--- config.mk ---
export PLATFORM = sky130hd
export DESIGN_NAME = scan_sel_gen
export DESIGN_NICKNAME = d
export VERILOG_FILES = /design/src/rtl/scan_pkg.sv /design/src/rtl/scan_next_sel.sv /design/src/rtl/scan_sel_gen.sv
export SDC_FILE = /design/constraint.sdc
export NUM_CORES = 1
export LEC_CHECK = 0
export CAP_MARGIN = 20
export CORE_AREA = 2 2 39 41
export CTS_BUF_LIST = sky130_fd_sc_hd__clkbuf_4 sky130_fd_sc_hd__clkbuf_8 sky130_fd_sc_hd__clkbuf_16
export DETAILED_ROUTE_END_ITERATION = 10
export DIE_AREA = 0 0 41 43
export PLACE_DENSITY = 0.5
export RECOVER_POWER = 25
export SKIP_LAST_GASP = 1
export SYNTH_ARGS = -nofsm -noshare
export SYNTH_HDL_FRONTEND = slang
export SYNTH_SLANG_ARGS = --single-unit
--- constraint.sdc ---
create_clock -name clk -period 2.2 [get_ports clk]
set_input_delay 0.22 -clock clk [delete_from_list [all_inputs] [get_ports clk]]
set_output_delay 0.22 -clock clk [all_outputs]
set_load 0.02 [all_outputs]
--- src/rtl/scan_pkg.sv ---
// Shared types for the display digit-select scanner: digit count, digit index and FSM states.
package scan_pkg;

    localparam int N_DIGITS = 4;

    typedef logic [1:0] sel_t;

    typedef enum logic [1:0] {
        IDLE,
        ACTIVE,
        BLANK
    } scan_state_t;

endpackage

--- src/rtl/scan_next_sel.sv ---
// Circular priority search: the first enabled digit after cur (order 0->1->2->3->0).
// wrap flags that the search came back to an index <= cur, i.e. a frame boundary.
module scan_next_sel
    import scan_pkg::*;
(
    input  sel_t                cur,
    input  logic [N_DIGITS-1:0] mask,
    output sel_t                nxt,
    output logic                wrap
);

    sel_t                cand [N_DIGITS];
    logic [N_DIGITS-1:0] hit;

    for (genvar gi = 0; gi < N_DIGITS; gi++) begin : g_cand
        assign cand[gi] = cur + sel_t'(gi + 1);
        assign hit[gi]  = mask[cand[gi]];
    end

    // Nearest candidate wins; with an empty mask the index holds.
    always_comb begin
        nxt = cur;
        for (int k = N_DIGITS - 1; k >= 0; k--) begin
            if (hit[k]) begin
                nxt = cand[k];
            end
        end
        wrap = (nxt <= cur);
    end

endmodule

--- src/rtl/scan_sel_gen.sv ---
// Multiplexed display scanner driving a 2:4 decoder (sel -> A, en -> E) with blanking gaps.
// Define SCAN_SKIP_EN to honour digit_mask; otherwise all four digits are always scanned.
module scan_sel_gen
    import scan_pkg::*;
#(
    parameter int DIV       = 4,
    parameter int BLANK_CYC = 1
) (
    input  logic                clk,
    input  logic                rst_n,
    input  logic                run,
    input  logic [N_DIGITS-1:0] digit_mask,
    output logic [1:0]          sel,
    output logic                en,
    output logic                frame_done
);

    localparam int PW         = $clog2(DIV + 1);
    localparam int BW         = (BLANK_CYC > 0) ? $clog2(BLANK_CYC + 1) : 1;
    localparam int BLANK_LAST = (BLANK_CYC > 0) ? BLANK_CYC - 1 : 0;

    localparam logic [PW-1:0] PRE_LAST = PW'(DIV - 1);
    localparam logic [BW-1:0] BLK_LAST = BW'(BLANK_LAST);

    scan_state_t   state_reg, state_next;
    sel_t          sel_reg, sel_next;
    logic          en_reg, en_next;
    logic          frame_done_reg, frame_done_next;
    logic [PW-1:0] pre_reg, pre_next;
    logic [BW-1:0] blank_reg, blank_next;

    logic [N_DIGITS-1:0] eff_mask;
    logic                mask_zero;
    sel_t                search_from;
    sel_t                next_sel;
    logic                next_wrap;

`ifdef SCAN_SKIP_EN
    assign eff_mask = digit_mask;
`else
    logic unused_mask;
    assign eff_mask    = '1;
    assign unused_mask = ^digit_mask;
`endif

    assign mask_zero = (eff_mask == '0);

    // Searching from digit 3 on IDLE exit yields the lowest enabled digit.
    assign search_from = (state_reg == IDLE) ? sel_t'(N_DIGITS - 1) : sel_reg;

    scan_next_sel u_next_sel (
        .cur  (search_from),
        .mask (eff_mask),
        .nxt  (next_sel),
        .wrap (next_wrap)
    );

    always_comb begin
        state_next      = state_reg;
        sel_next        = sel_reg;
        pre_next        = pre_reg;
        blank_next      = blank_reg;
        frame_done_next = 1'b0;

        if (!run || (state_reg != IDLE && mask_zero)) begin
            state_next = IDLE;
            sel_next   = '0;
            pre_next   = '0;
            blank_next = '0;
        end else begin
            case (state_reg)
                IDLE: begin
                    if (!mask_zero) begin
                        state_next = ACTIVE;
                        sel_next   = next_sel;
                        pre_next   = '0;
                    end
                end
                ACTIVE: begin
                    if (pre_reg == PRE_LAST) begin
                        sel_next        = next_sel;
                        frame_done_next = next_wrap;
                        pre_next        = '0;
                        blank_next      = '0;
                        state_next      = (BLANK_CYC > 0) ? BLANK : ACTIVE;
                    end else begin
                        pre_next = pre_reg + PW'(1);
                    end
                end
                BLANK: begin
                    if (blank_reg == BLK_LAST) begin
                        state_next = ACTIVE;
                        blank_next = '0;
                    end else begin
                        blank_next = blank_reg + BW'(1);
                    end
                end
                default: begin
                    state_next = IDLE;
                    sel_next   = '0;
                    pre_next   = '0;
                    blank_next = '0;
                end
            endcase
        end

        en_next = (state_next == ACTIVE);
    end

    always_ff @(posedge clk) begin
        if (!rst_n) begin
            state_reg      <= IDLE;
            sel_reg        <= '0;
            en_reg         <= 1'b0;
            frame_done_reg <= 1'b0;
            pre_reg        <= '0;
            blank_reg      <= '0;
        end else begin
            state_reg      <= state_next;
            sel_reg        <= sel_next;
            en_reg         <= en_next;
            frame_done_reg <= frame_done_next;
            pre_reg        <= pre_next;
            blank_reg      <= blank_next;
        end
    end

    assign sel        = sel_reg;
    assign en         = en_reg;
    assign frame_done = frame_done_reg;

endmodule

== Word level (Yosys, flattened, before mapping) ==
Index checks and enable logic that the tools add are counted.
Cells by class
  reductions and logical operators: 5
  bitwise operators: 2
  order comparisons: 4
  mux-type cells: 21
  equality and inequality tests: 5
  add/sub/neg operators: 5
Operators by type and width (count)
  2-to-1 mux 2 bit: 8
  case mux 2 bit (3 select lines): 2
  < comparator 2 x 3 -> 1 bit, second input constant: 3
  binary-select mux 1 bit (select 2 bit): 3
  case mux 3 bit (2 select lines): 1
  AND reduction 2 bit: 3
  2-to-1 mux 1 bit: 5
  adder 2 bit, second input constant: 2
  == test 2 x 1 -> 1 bit, second input constant: 2
  AND reduction 4 bit: 1
  adder 3 x 1 -> 3 bit, second input constant: 1
  == test 3 x 2 -> 1 bit, second input constant: 1
  2-to-1 mux 3 bit: 1
  case mux 1 bit (3 select lines): 1
  adder 2 x 1 -> 2 bit, second input constant: 1
  == test 2 bit, second input constant: 1
  <= comparator 2 bit: 1
  logical NOT 2 bit: 1
  != test 2 bit, second input constant: 1
  inverter 1 bit: 2
  adder 1 bit, second input constant: 1
Word-level totals
  input port bits: 7
  bits in registers: 10

== Logic depth before layout (Yosys ltp) ==
Gate-level depths: netlist of run 1.
  depth in word-level cells: 10
  depth in mapped cells: 5
  depth with buffers taken out: 5

== Hierarchy ==
A second synthesis of run 1 with hierarchy kept.
Unflattened totals
  cells, all modules: 59
  area, all modules: 499.2 µm²
By module, submodules not included
  scan_sel_gen: sequential area each 180.2 µm², cells each 39, times used 1, area each 374.1 µm²
  scan_next_sel: sequential area each 0.0 µm², cells each 20, times used 1, area each 125.1 µm²

== Worst setup path after synthesis of run 1 ==
Ideal clock, no wire load.
  kind: register to register
  from: reg sel_reg[0], in the netlist sel[0]
  to: reg sel_reg[1], in the netlist sel[1]
  arrival time: 1.162 ns
  cell stages (with the launch flop): 6
  required time: 2.126 ns
  path slack: 0.964 ns
  path through: dfxtp_1 o21bai_1 ha_1 inv_1 a2111o_1 o21ai_0
Between the ends
  word-level cells in the longest chain between the ends: 9
  elaborated cells on any way between the ends: 15
  classes of those cells: add/sub: 3; mux: 12
Ends and longest elaborated chain
  from (decl): RTL line scan_sel_gen.sv:26  | sel_t sel_reg, sel_next;
  from (signal assigned): RTL line scan_sel_gen.sv:120  | sel_reg <= sel_next;
  2-to-1 mux 2 bit (*): RTL line scan_sel_gen.sv:49  | assign search_from = (state_reg == IDLE) ? sel_t'(N_DIGITS - 1) : sel_reg;
  adder 2 bit: RTL line scan_next_sel.sv:16  | assign cand[gi] = cur + sel_t'(gi + 1);
  binary-select mux 1 bit (select 2 bit): RTL line scan_next_sel.sv:17  | assign hit[gi] = mask[cand[gi]];
  2-to-1 mux 1 bit (implied by the code): RTL line scan_next_sel.sv:17
  2-to-1 mux 2 bit (2 in a row): RTL line scan_next_sel.sv:24  | if (hit[k]) begin
  2-to-1 mux 2 bit (*): RTL line scan_next_sel.sv:24
  2-to-1 mux 2 bit: RTL line scan_sel_gen.sv:80  | if (pre_reg == PRE_LAST) begin
  case mux 2 bit (3 select lines) (*): RTL line scan_sel_gen.sv:71  | case (state_reg)
Every way passes the cells marked *; elsewhere a longest branch is shown, timed or not. The select of a mux whose other input is x is not followed.
A chain may end at the register's enable or synchronous reset.

== Final worst setup path of run 1 ==
  from: reg sel_reg[0], in the netlist sel[0]
  to: out sel[0]
RTL lines
  to (decl): RTL line scan_sel_gen.sv:13  | output logic [1:0] sel,
No word-level cell between the ends.

==> results.sh, run 1 <==
export IMPL_status="complete, no violations"
export IMPL_critPathBufInv=1
export IMPL_power_frac_clock=0.421
export IMPL_yosysWarnings=0
export IMPL_drv_cap=0
export IMPL_critical_path_top_delay_family="buffers and inverters"
export IMPL_grt_pass1_wl_mm=1.062
export IMPL_holdBufCountCts=0
export IMPL_worst_path_largest_cell_delay_ns=0.62
export IMPL_route_detailed_wl_per_inst_microns=10.02
export IMPL_cp_required_ns=1.98
export IMPL_cts_sinks=9
export IMPL_slew_viol_final=0
export IMPL_combPwrFrac=0.070
export IMPL_power_switching_uw=72.69
export IMPL_clkLatencyLatePin_ns=0.26
export IMPL_synth_area_sq_um=367.9
export IMPL_n_antenna_cell=0
export IMPL_wl_microns=641
export IMPL_htree_levels=1
export IMPL_arrival_ns=1.24
export IMPL_port_buffers=6
export IMPL_clk_pin_slew_ns=0.06
export IMPL_p_leak_nw=0.1909
export IMPL_r2r_start="pre_reg[0]"
export IMPL_p_per_area_mw_per_mm2=696.7
export IMPL_fin_skew_ns=0.004328
export IMPL_dieWidth_microns=41
export IMPL_p_seq_frac=0.509
export IMPL_crit_slowest_cell="clkdlybuf4s50_1"
export IMPL_rows=14
export IMPL_switching_share=0.2183
export IMPL_grt_max_degree=9
export IMPL_rsz0062_at_grt="no"
export IMPL_dieHeight_microns=43
export IMPL_worst_setup_path_end_kind="primary output"
export IMPL_tns_ns=0
export IMPL_slew_headroom=0.8347
export IMPL_hold_viol_final=0
export IMPL_core_sq_mm=0.001384
export IMPL_vias=308
export IMPL_synth_distinct_cells=19
export IMPL_drt_iter0_drc=7
export IMPL_grt_antenna_before_repair=0
export IMPL_postCtsSetupRepairBufs=0
export IMPL_ir_worst_vdd_mv=0.3951
export IMPL_synth_seq_cells=9
export IMPL_path_class="register to primary output"
export IMPL_drive_gt1_frac=0.08333
export IMPL_synthCells=38
export IMPL_worst_slew_pin_slew_ns=0.2476
export IMPL_drc_errors=0
export IMPL_p_int_uw=260.3
export IMPL_fmax_mhz=685.3
export IMPL_drt_antenna_violating_nets=0
export IMPL_start_util=0.2658
export IMPL_largest_reg_flops=3
export IMPL_clockBufferDepth=2
export IMPL_nFillCells=148
export IMPL_finalCriticalPeriod_ns=1.459
export IMPL_grt_ovfl_total=0
export IMPL_start_kind="register"
export IMPL_grt_use_total=0.09485
export IMPL_path_max_fanout=4
export IMPL_power_uw=333.0
export IMPL_ys_seq_area_frac=0.4898
export IMPL_cp_cell_sequence="clkdlybuf4s50_1"
export IMPL_die_area_sq_mm=0.001763
export IMPL_finalSetupViolations=0
export IMPL_io_pins=11
export IMPL_crit_start="sel[0]"
export IMPL_nets=58
export IMPL_clock_root_buffer="clkbuf_4"
export IMPL_gp_congestion=0.6438
export IMPL_post_cts_resized=0
export IMPL_cts_buffers=3
export IMPL_viasPerCell=4.813
export IMPL_hpwl_microns=483.8
export IMPL_drt_pass1_iter_count=4
export IMPL_hold_start="pre_reg[2]"
export IMPL_grt_pass1_vias=261
export IMPL_area_growth_pct=29.93
export IMPL_hold_class="register to register"
export IMPL_synth_nets=47
export IMPL_fin_crit_sh=0.6633
export IMPL_synth_avg_cell_area_sq_um=9.680
export IMPL_cts_tree="yes"
synthesized netlist by cell type:
master / instances / area share
inv_1: 1 / 0.010
or4_1: 1 / 0.020
o21ai_0: 2 / 0.027
nand2b_1: 3 / 0.051
o2111a_1: 1 / 0.031
nand3_1: 2 / 0.027
dfxtp_1: 9 / 0.49
ha_1: 2 / 0.068
and2_1: 1 / 0.017
and2b_1: 1 / 0.020
a2111o_1: 1 / 0.031
a22oi_1: 1 / 0.020
nand2_1: 2 / 0.020
nor2b_1: 1 / 0.017
a21oi_1: 4 / 0.054
o21bai_1: 2 / 0.041
nand3b_1: 1 / 0.020
nor3_1: 1 / 0.014
nor2_1: 2 / 0.020
power by group through the flow:
stage	Combinational, mW	Sequential [mW]	Clock, mW
5_1_grt	0.0265	0.170	0.155
2_1_floorplan	0.0105	0.175	0
6_report	0.0234	0.169	0.140
4_1_cts	0.0240	0.169	0.145
3_3_place_gp	0.0234	0.173	0
3_5_place_dp	0.0238	0.173	0
placed cells by master (no fill, tap or decap), types with 2 or more instances in the layout:
cell type        synthesis  final
clkdlybuf4s50_1          0      6
a21oi_1                  4      4
dfxtp_1                  9      9
nand2_1                  2      2
ha_1                     2      2
nand3_1                  2      2
clkbuf_4                 0      4
nand2b_1                 3      3
o21bai_1                 2      2
o21ai_0                  2      2
nor2_1                   2      2
final cells by class:
| cell class | count | area (sq um) | share of cell area |
|---|---|---|---|
| clock buffers | 4 | 30.03 | 0.06283 |
| multi-input cells | 28 | 183.9 | 0.3848 |
| inverters | 1 | 3.754 | 0.007853 |
| flip-flops and latches | 9 | 180.2 | 0.3770 |
| repair buffers | 6 | 60.06 | 0.1257 |
| well taps | 16 | 20.02 | 0.04188 |
path summary, 6_finish.rpt:
check / end / slack (ns) / cells past startpoint
max: sel[0] / 0.74 / 1
min: pre_reg[2] / 0.47 / 1
max reg2reg: sel[0] / 0.88 / 4
min reg2reg: pre_reg[2] / 0.47 / 1
kinds of logic (layout without fill, tap and decap cells):
group           after synthesis  count (layout)  synth area share
compound gates               11              11            0.2041
fa+ha+maj                     2               2           0.06802
buf+inv                       1              11           0.01019
flops                         9               9            0.4898
simple gates                 15              15            0.2279
per-layer routing:
layer | vias up | part of all wire | track usage
met1 | 143 | 0.47 | 0.1111
met3 | 2 | 0.034 | 0.03141
met2 | 5 | 0.48 | 0.1219
met5 | - | 0 | 0
met4 | 0 | 0.019 | 0.1000
li1 | 158 | - | -
through the flow:
| stage | hold WS [ns] | utilization | area, sq um | cells | setup WS, ns |
|---|---|---|---|---|---|
| after floorplan | 0.3596 | - | 367.9 | 38 | 0.9638 |
| after global placement | 0.4605 | 0.3237 | 447.9 | 60 | 0.6841 |
| after detailed placement | 0.4647 | 0.3237 | 447.9 | 60 | 0.6827 |
| after CTS | 0.4739 | 0.3454 | 478.0 | 64 | 0.7318 |
| after global routing | 0.4987 | 0.3454 | 478.0 | 64 | 0.6783 |
| final | 0.4694 | 0.3454 | 478.0 | 64 | 0.7408 |
Power figures use the tool's default switching activity.
==> inputs of run 2 (changes only) <==
Clock period 2.2 ns to 1.53 ns, I/O delays scaled along.
==> run 2 against run 1 <==
  * Final cell count increased by 4.7%
  * Non-clock buffer count increased by 3
  * Sequential share of layout area decreased by 1.7 points
  * Power increased by 43%
  * Count of clock-buffer cells in the layout unchanged
  * Global-route usage up 1.5 points
  * Critical endpoint unchanged
  * Largest cell class unchanged
  * Highest routed layer is now met3
==> results.sh, run 2 (synthesized netlist as in run 1, its figures left out) <==
export IMPL_clkLatencyLatePin_ns=0.26
export IMPL_largest_reg_flops=3
export IMPL_start_util=0.2658
export IMPL_grt_ovfl_total=0
export IMPL_clockBufferDepth=2
export IMPL_min_path_cells=2
export IMPL_n_antenna_cell=0
export IMPL_grt_pass1_vias=316
export IMPL_p_per_area_mw_per_mm2=953.2
export IMPL_vias=311
export IMPL_path_max_fanout=4
export IMPL_htree_levels=1
export IMPL_fin_skew_ns=0.005308
export IMPL_tns_ns=0
export IMPL_combPwrFrac=0.082
export IMPL_clk_pin_slew_ns=0.06
export IMPL_fin_crit_sh=0.8965
export IMPL_cts_sinks=9
export IMPL_setup_slack_ns=0.1584
export IMPL_final_cell_mix="9 x dfxtp_1, 6 x clkdlybuf4s50_1, 4 x a21oi_1, 4 x clkbuf_4"
export IMPL_cp_cell_sequence="clkdlybuf4s50_1"
export IMPL_hpwl_microns=509.3
export IMPL_port_buffers=6
export IMPL_gp_congestion=0.6507
export IMPL_cts_buffers=3
export IMPL_drt_pass1_iter_count=2
export IMPL_cp_num_cells=1
export IMPL_drt_iter0_drc=3
export IMPL_dieHeight_microns=43
export IMPL_core_sq_mm=0.001384
export IMPL_post_cts_resized=0
export IMPL_start_kind="register"
export IMPL_r2r_end="sel[1]"
export IMPL_hold_viol_final=0
export IMPL_clock_root_buffer="clkbuf_4"
export IMPL_io_pins=11
export IMPL_hold_class="register to register"
export IMPL_finalSetupViolations=0
export IMPL_drt_antenna_violating_nets=0
export IMPL_p_int_uw=378.4
export IMPL_p_leak_nw=0.2050
export IMPL_route_detailed_wl_per_inst_microns=9.791
export IMPL_cts_tree="yes"
export IMPL_drv_cap=0
export IMPL_hold_start="pre_reg[0]"
export IMPL_grt_max_degree=9
export IMPL_worst_path_largest_cell_delay_ns=0.61
export IMPL_drc_errors=0
export IMPL_status="complete, no violations"
export IMPL_r2r_start="state_reg[0]"
export IMPL_final_util=0.3617
export IMPL_nets=61
export IMPL_slew_headroom=0.8331
export IMPL_p_seq_frac=0.511
export IMPL_r2r_cells=5
export IMPL_grt_pass1_wl_mm=1.200
export IMPL_area_growth_pct=36.05
export IMPL_ir_worst_vdd_mv=0.6095
export IMPL_layout_commonest_cell="dfxtp_1"
export IMPL_path_class="register to primary output"
export IMPL_arrival_ns=1.22
export IMPL_hold_path_end="pre_reg[0]"
export IMPL_dieWidth_microns=41
export IMPL_grt_use_total=0.1098
export IMPL_crit_slowest_cell="clkdlybuf4s50_1"
export IMPL_postCtsSetupRepairBufs=0
export IMPL_grt_antenna_before_repair=0
export IMPL_critical_path_top_delay_family="buffers and inverters"
export IMPL_slew_viol_final=0
export IMPL_power_frac_clock=0.407
export IMPL_switching_share=0.2068
export IMPL_finalCriticalPeriod_ns=1.372
export IMPL_fmax_mhz=729.1
export IMPL_worst_setup_path_end_kind="primary output"
export IMPL_viasPerCell=4.642
export IMPL_rsz0062_at_grt="no"
export IMPL_power_switching_uw=98.64
export IMPL_holdBufCountCts=0
export IMPL_worst_slew_pin_slew_ns=0.2500
export IMPL_die_area_sq_mm=0.001763
export IMPL_place_ws_ns=0.1853
export IMPL_wl_microns=656
export IMPL_rows=14
export IMPL_drive_gt1_frac=0.1373
export IMPL_critPathBufInv=1
export IMPL_cp_required_ns=1.38
export IMPL_ff2ff_setup_slack_ns=0.21
run 2: power groups by stage:
stage / sequential [mW] / clock [mW] / combinational [mW]
after floorplan: 0.251 / 0 / 0.0151
after global placement: 0.249 / 0 / 0.0393
after detailed placement: 0.249 / 0 / 0.0399
after CTS: 0.244 / 0.206 / 0.0399
after global routing: 0.244 / 0.219 / 0.0441
final: 0.244 / 0.194 / 0.0392
run 2: layer usage:
layer	part of all wire	track usage	vias up	wire (microns)
met5	0	0	-	0
met4	0	0.06000	0	0
met3	0.072	0.09424	0	47
met2	0.50	0.1500	9	327
met1	0.43	0.1104	140	280
li1	-	-	162	-
run 2: area by class of cell:
cell class                 instances  area (sq um)
multi-input combinational         28         183.9
timing repair buffer               9         82.58
fill                             154         883.3
sequential                         9         180.2
tap                               16         20.02
clock buffer                       4         30.03
inverter                           1         3.754
run 2: worst max-delay path by stage:
stage / startpoint / to
floorplan: sel[0] / sel[1]
global placement: rst_n / sel[0]
detailed placement: rst_n / sel[1]
CTS: sel[0] / sel[0]
global route: sel[0] / sel[0]
finish: sel[0] / sel[0]
run 2: worst register-to-register path, stage by stage, from the launching register on:
cell	delay, ns
dfxtp_1	0.46
o21bai_1	0.12
ha_1	0.28
inv_1	0.04
a2111o_1	0.27
o21ai_0	0.08
run 2: stage by stage:
step                total power [mW]  instances  hold slack [ns]  instance area (sq um)
floorplan                     0.2662         38           0.2926                  367.9
global placement              0.2880         63           0.4584                  470.5
detailed placement            0.2888         63           0.4654                  470.5
CTS                           0.4898         67           0.4763                  500.5
global route                  0.5078         67           0.5015                  500.5
finish                        0.4770         67           0.4725                  500.5
==> inputs of run 3 (changes only) <==
Settings changed: GPL_TIMING_DRIVEN from default to 0, PLACE_DENSITY 0.5 to 0.52.
Clock period 1.53 ns to 1.25 ns, I/O delays scaled along.
==> run 3 against run 2 <==
  * Final cell count decreased by 4.5%
  * Via count increased by 2.9%
  * Clock skew decreased by 0.00088 ns
  * Sequential share of layout area increased by 1.7 points
  * Critical path type is now register to register
  * Largest cell class unchanged
==> results.sh, run 3 (synthesized netlist as in run 1, its figures left out) <==
export IMPL_drive_gt1_frac=0.2292
export IMPL_drc_errors=0
export IMPL_r2r_cells=4
export IMPL_dieWidth_microns=41
export IMPL_finalSetupViolations=0
export IMPL_status="complete, no violations"
export IMPL_nets=58
export IMPL_slew_viol_final=0
export IMPL_fin_crit_sh=0.9597
export IMPL_gp_congestion=0.6802
export IMPL_finalCriticalPeriod_ns=1.200
export IMPL_path_max_fanout=6
export IMPL_p_int_uw=455.7
export IMPL_cts_buffers=3
export IMPL_power_uw=590.1
export IMPL_finalNonFillerCells=64
export IMPL_ff2ff_setup_slack_ns=0.05
export IMPL_drv_cap=0
export IMPL_slew_headroom=0.8454
export IMPL_core_sq_mm=0.001384
export IMPL_hold_class="register to register"
export IMPL_cts_sinks=9
export IMPL_start_util=0.2658
export IMPL_power_frac_clock=0.429
export IMPL_path_class="register to register"
export IMPL_n_antenna_cell=0
export IMPL_place_ws_ns=-0.1513
export IMPL_drt_pass1_iter_count=3
export IMPL_arrival_ns=1.40
export IMPL_viasPerCell=5.000
export IMPL_r2r_start="pre_reg[0]"
export IMPL_combPwrFrac=0.067
export IMPL_postCtsSetupRepairBufs=0
export IMPL_area_growth_pct=36.39
export IMPL_grt_max_degree=9
export IMPL_setup_slack_ns=0.05043
export IMPL_hold_slack_ns=0.4742
export IMPL_io_pins=11
export IMPL_final_cell_mix="4 x a21oi_1, 4 x clkbuf_4, 4 x dfxtp_1, 4 x dlygate4sd2_1, 4 x dfxtp_2"
export IMPL_clockBufferDepth=2
export IMPL_htree_levels=1
export IMPL_drt_antenna_violating_nets=0
export IMPL_p_per_area_mw_per_mm2=1176
export IMPL_worst_setup_path_end_kind="register"
export IMPL_rsz0062_at_grt="yes"
export IMPL_grt_pass1_wl_mm=1.110
export IMPL_worst_slew_pin_slew_ns=0.2313
export IMPL_multi_input_area_sq_um=203.9
export IMPL_start_kind="register"
export IMPL_grt_ovfl_total=0
export IMPL_dieHeight_microns=43
export IMPL_clock_root_buffer="clkbuf_4"
export IMPL_hold_path_end="sel[1]"
export IMPL_hold_viol_final=0
export IMPL_route_detailed_wl_per_inst_microns=10.83
export IMPL_hold_start="sel[1]"
export IMPL_grt_use_total=0.1028
export IMPL_grt_antenna_before_repair=0
export IMPL_clkLatencyLatePin_ns=0.27
export IMPL_fin_skew_ns=0.004427
export IMPL_rows=14
export IMPL_switching_share=0.2278
export IMPL_power_switching_uw=134.4
export IMPL_fmax_mhz=833.6
export IMPL_largest_reg_flops=3
export IMPL_crit_start="pre_reg[0]"
export IMPL_hpwl_microns=492.9
export IMPL_port_buffers=6
export IMPL_min_path_cells=2
export IMPL_p_leak_nw=0.2084
export IMPL_cp_required_ns=1.45
export IMPL_nFillCells=152
export IMPL_grt_pass1_vias=266
export IMPL_wl_microns=693
export IMPL_seq_area_sq_um=188.9
export IMPL_vias=320
export IMPL_clk_pin_slew_ns=0.06
export IMPL_cts_tree="yes"
export IMPL_dp_cells=60
export IMPL_ir_worst_vdd_mv=0.4255
export IMPL_die_area_sq_mm=0.001763
export IMPL_drt_iter0_drc=2
export IMPL_p_seq_frac=0.504
export IMPL_r2r_end="sel[0]"
run 3: critical path, cell delays in order, from the launching register on:
cell,delay (ns)
dfxtp_2,0.36
ha_4,0.15
nand2b_4,0.07
or4_1,0.47
o21ai_1,0.09
run 3: what timing repair did:
| action | 4_1_cts | 5_1_grt |
|---|---|---|
| setup endpoints to repair | 6 | 2 |
| gates resized for setup | 10 | 5 |
| pin swaps | 1 | 1 |
| hold buffers | 0 | 0 |
run 3: worst max path at each step:
stage               slack, ns  cells past startpoint  endpoint
floorplan                0.01                      5    sel[1]
detailed placement      -0.15                      4    sel[0]
CTS                     0.002                      4    sel[0]
global placement        -0.17                      4    sel[0]
global route            -0.01                      5    sel[1]
finish                   0.05                      4    sel[0]
run 3: metal layers:
layer  track usage  share of wire  wire (microns)
met1        0.1140           0.46             322
met2        0.1250           0.43             295
met3       0.04712          0.048              33
met4        0.1200          0.061              42
met5             0              0               0
run 3: area by class of cell:
class,instances,area share
Timing Repair Buffer,6,0.1097
Sequential cell,9,0.3766
Tap cell,16,0.03990
Clock buffer,4,0.05985
Multi-Input combinational cell,28,0.4065
Inverter,1,0.007481
run 3: metrics by stage:
| stage | instance area [sq um] | TNS (ns) | util |
|---|---|---|---|
| floorplan | 367.9 | 0 | - |
| global placement | 447.9 | -0.3198 | 0.3237 |
| detailed placement | 447.9 | -0.3077 | 0.3237 |
| CTS | 488.0 | 0 | 0.3526 |
| global route | 501.7 | -0.01045 | 0.3626 |
| finish | 501.7 | 0 | 0.3626 |
run 3: power by group through the flow:
| stage | combinational [mW] | clock, mW | sequential (mW) |
|---|---|---|---|
| global placement | 0.0412 | 0 | 0.304 |
| floorplan | 0.0185 | 0 | 0.307 |
| detailed placement | 0.0411 | 0 | 0.304 |
| CTS | 0.0392 | 0.259 | 0.298 |
| finish | 0.0395 | 0.253 | 0.298 |
| global route | 0.0434 | 0.273 | 0.298 |
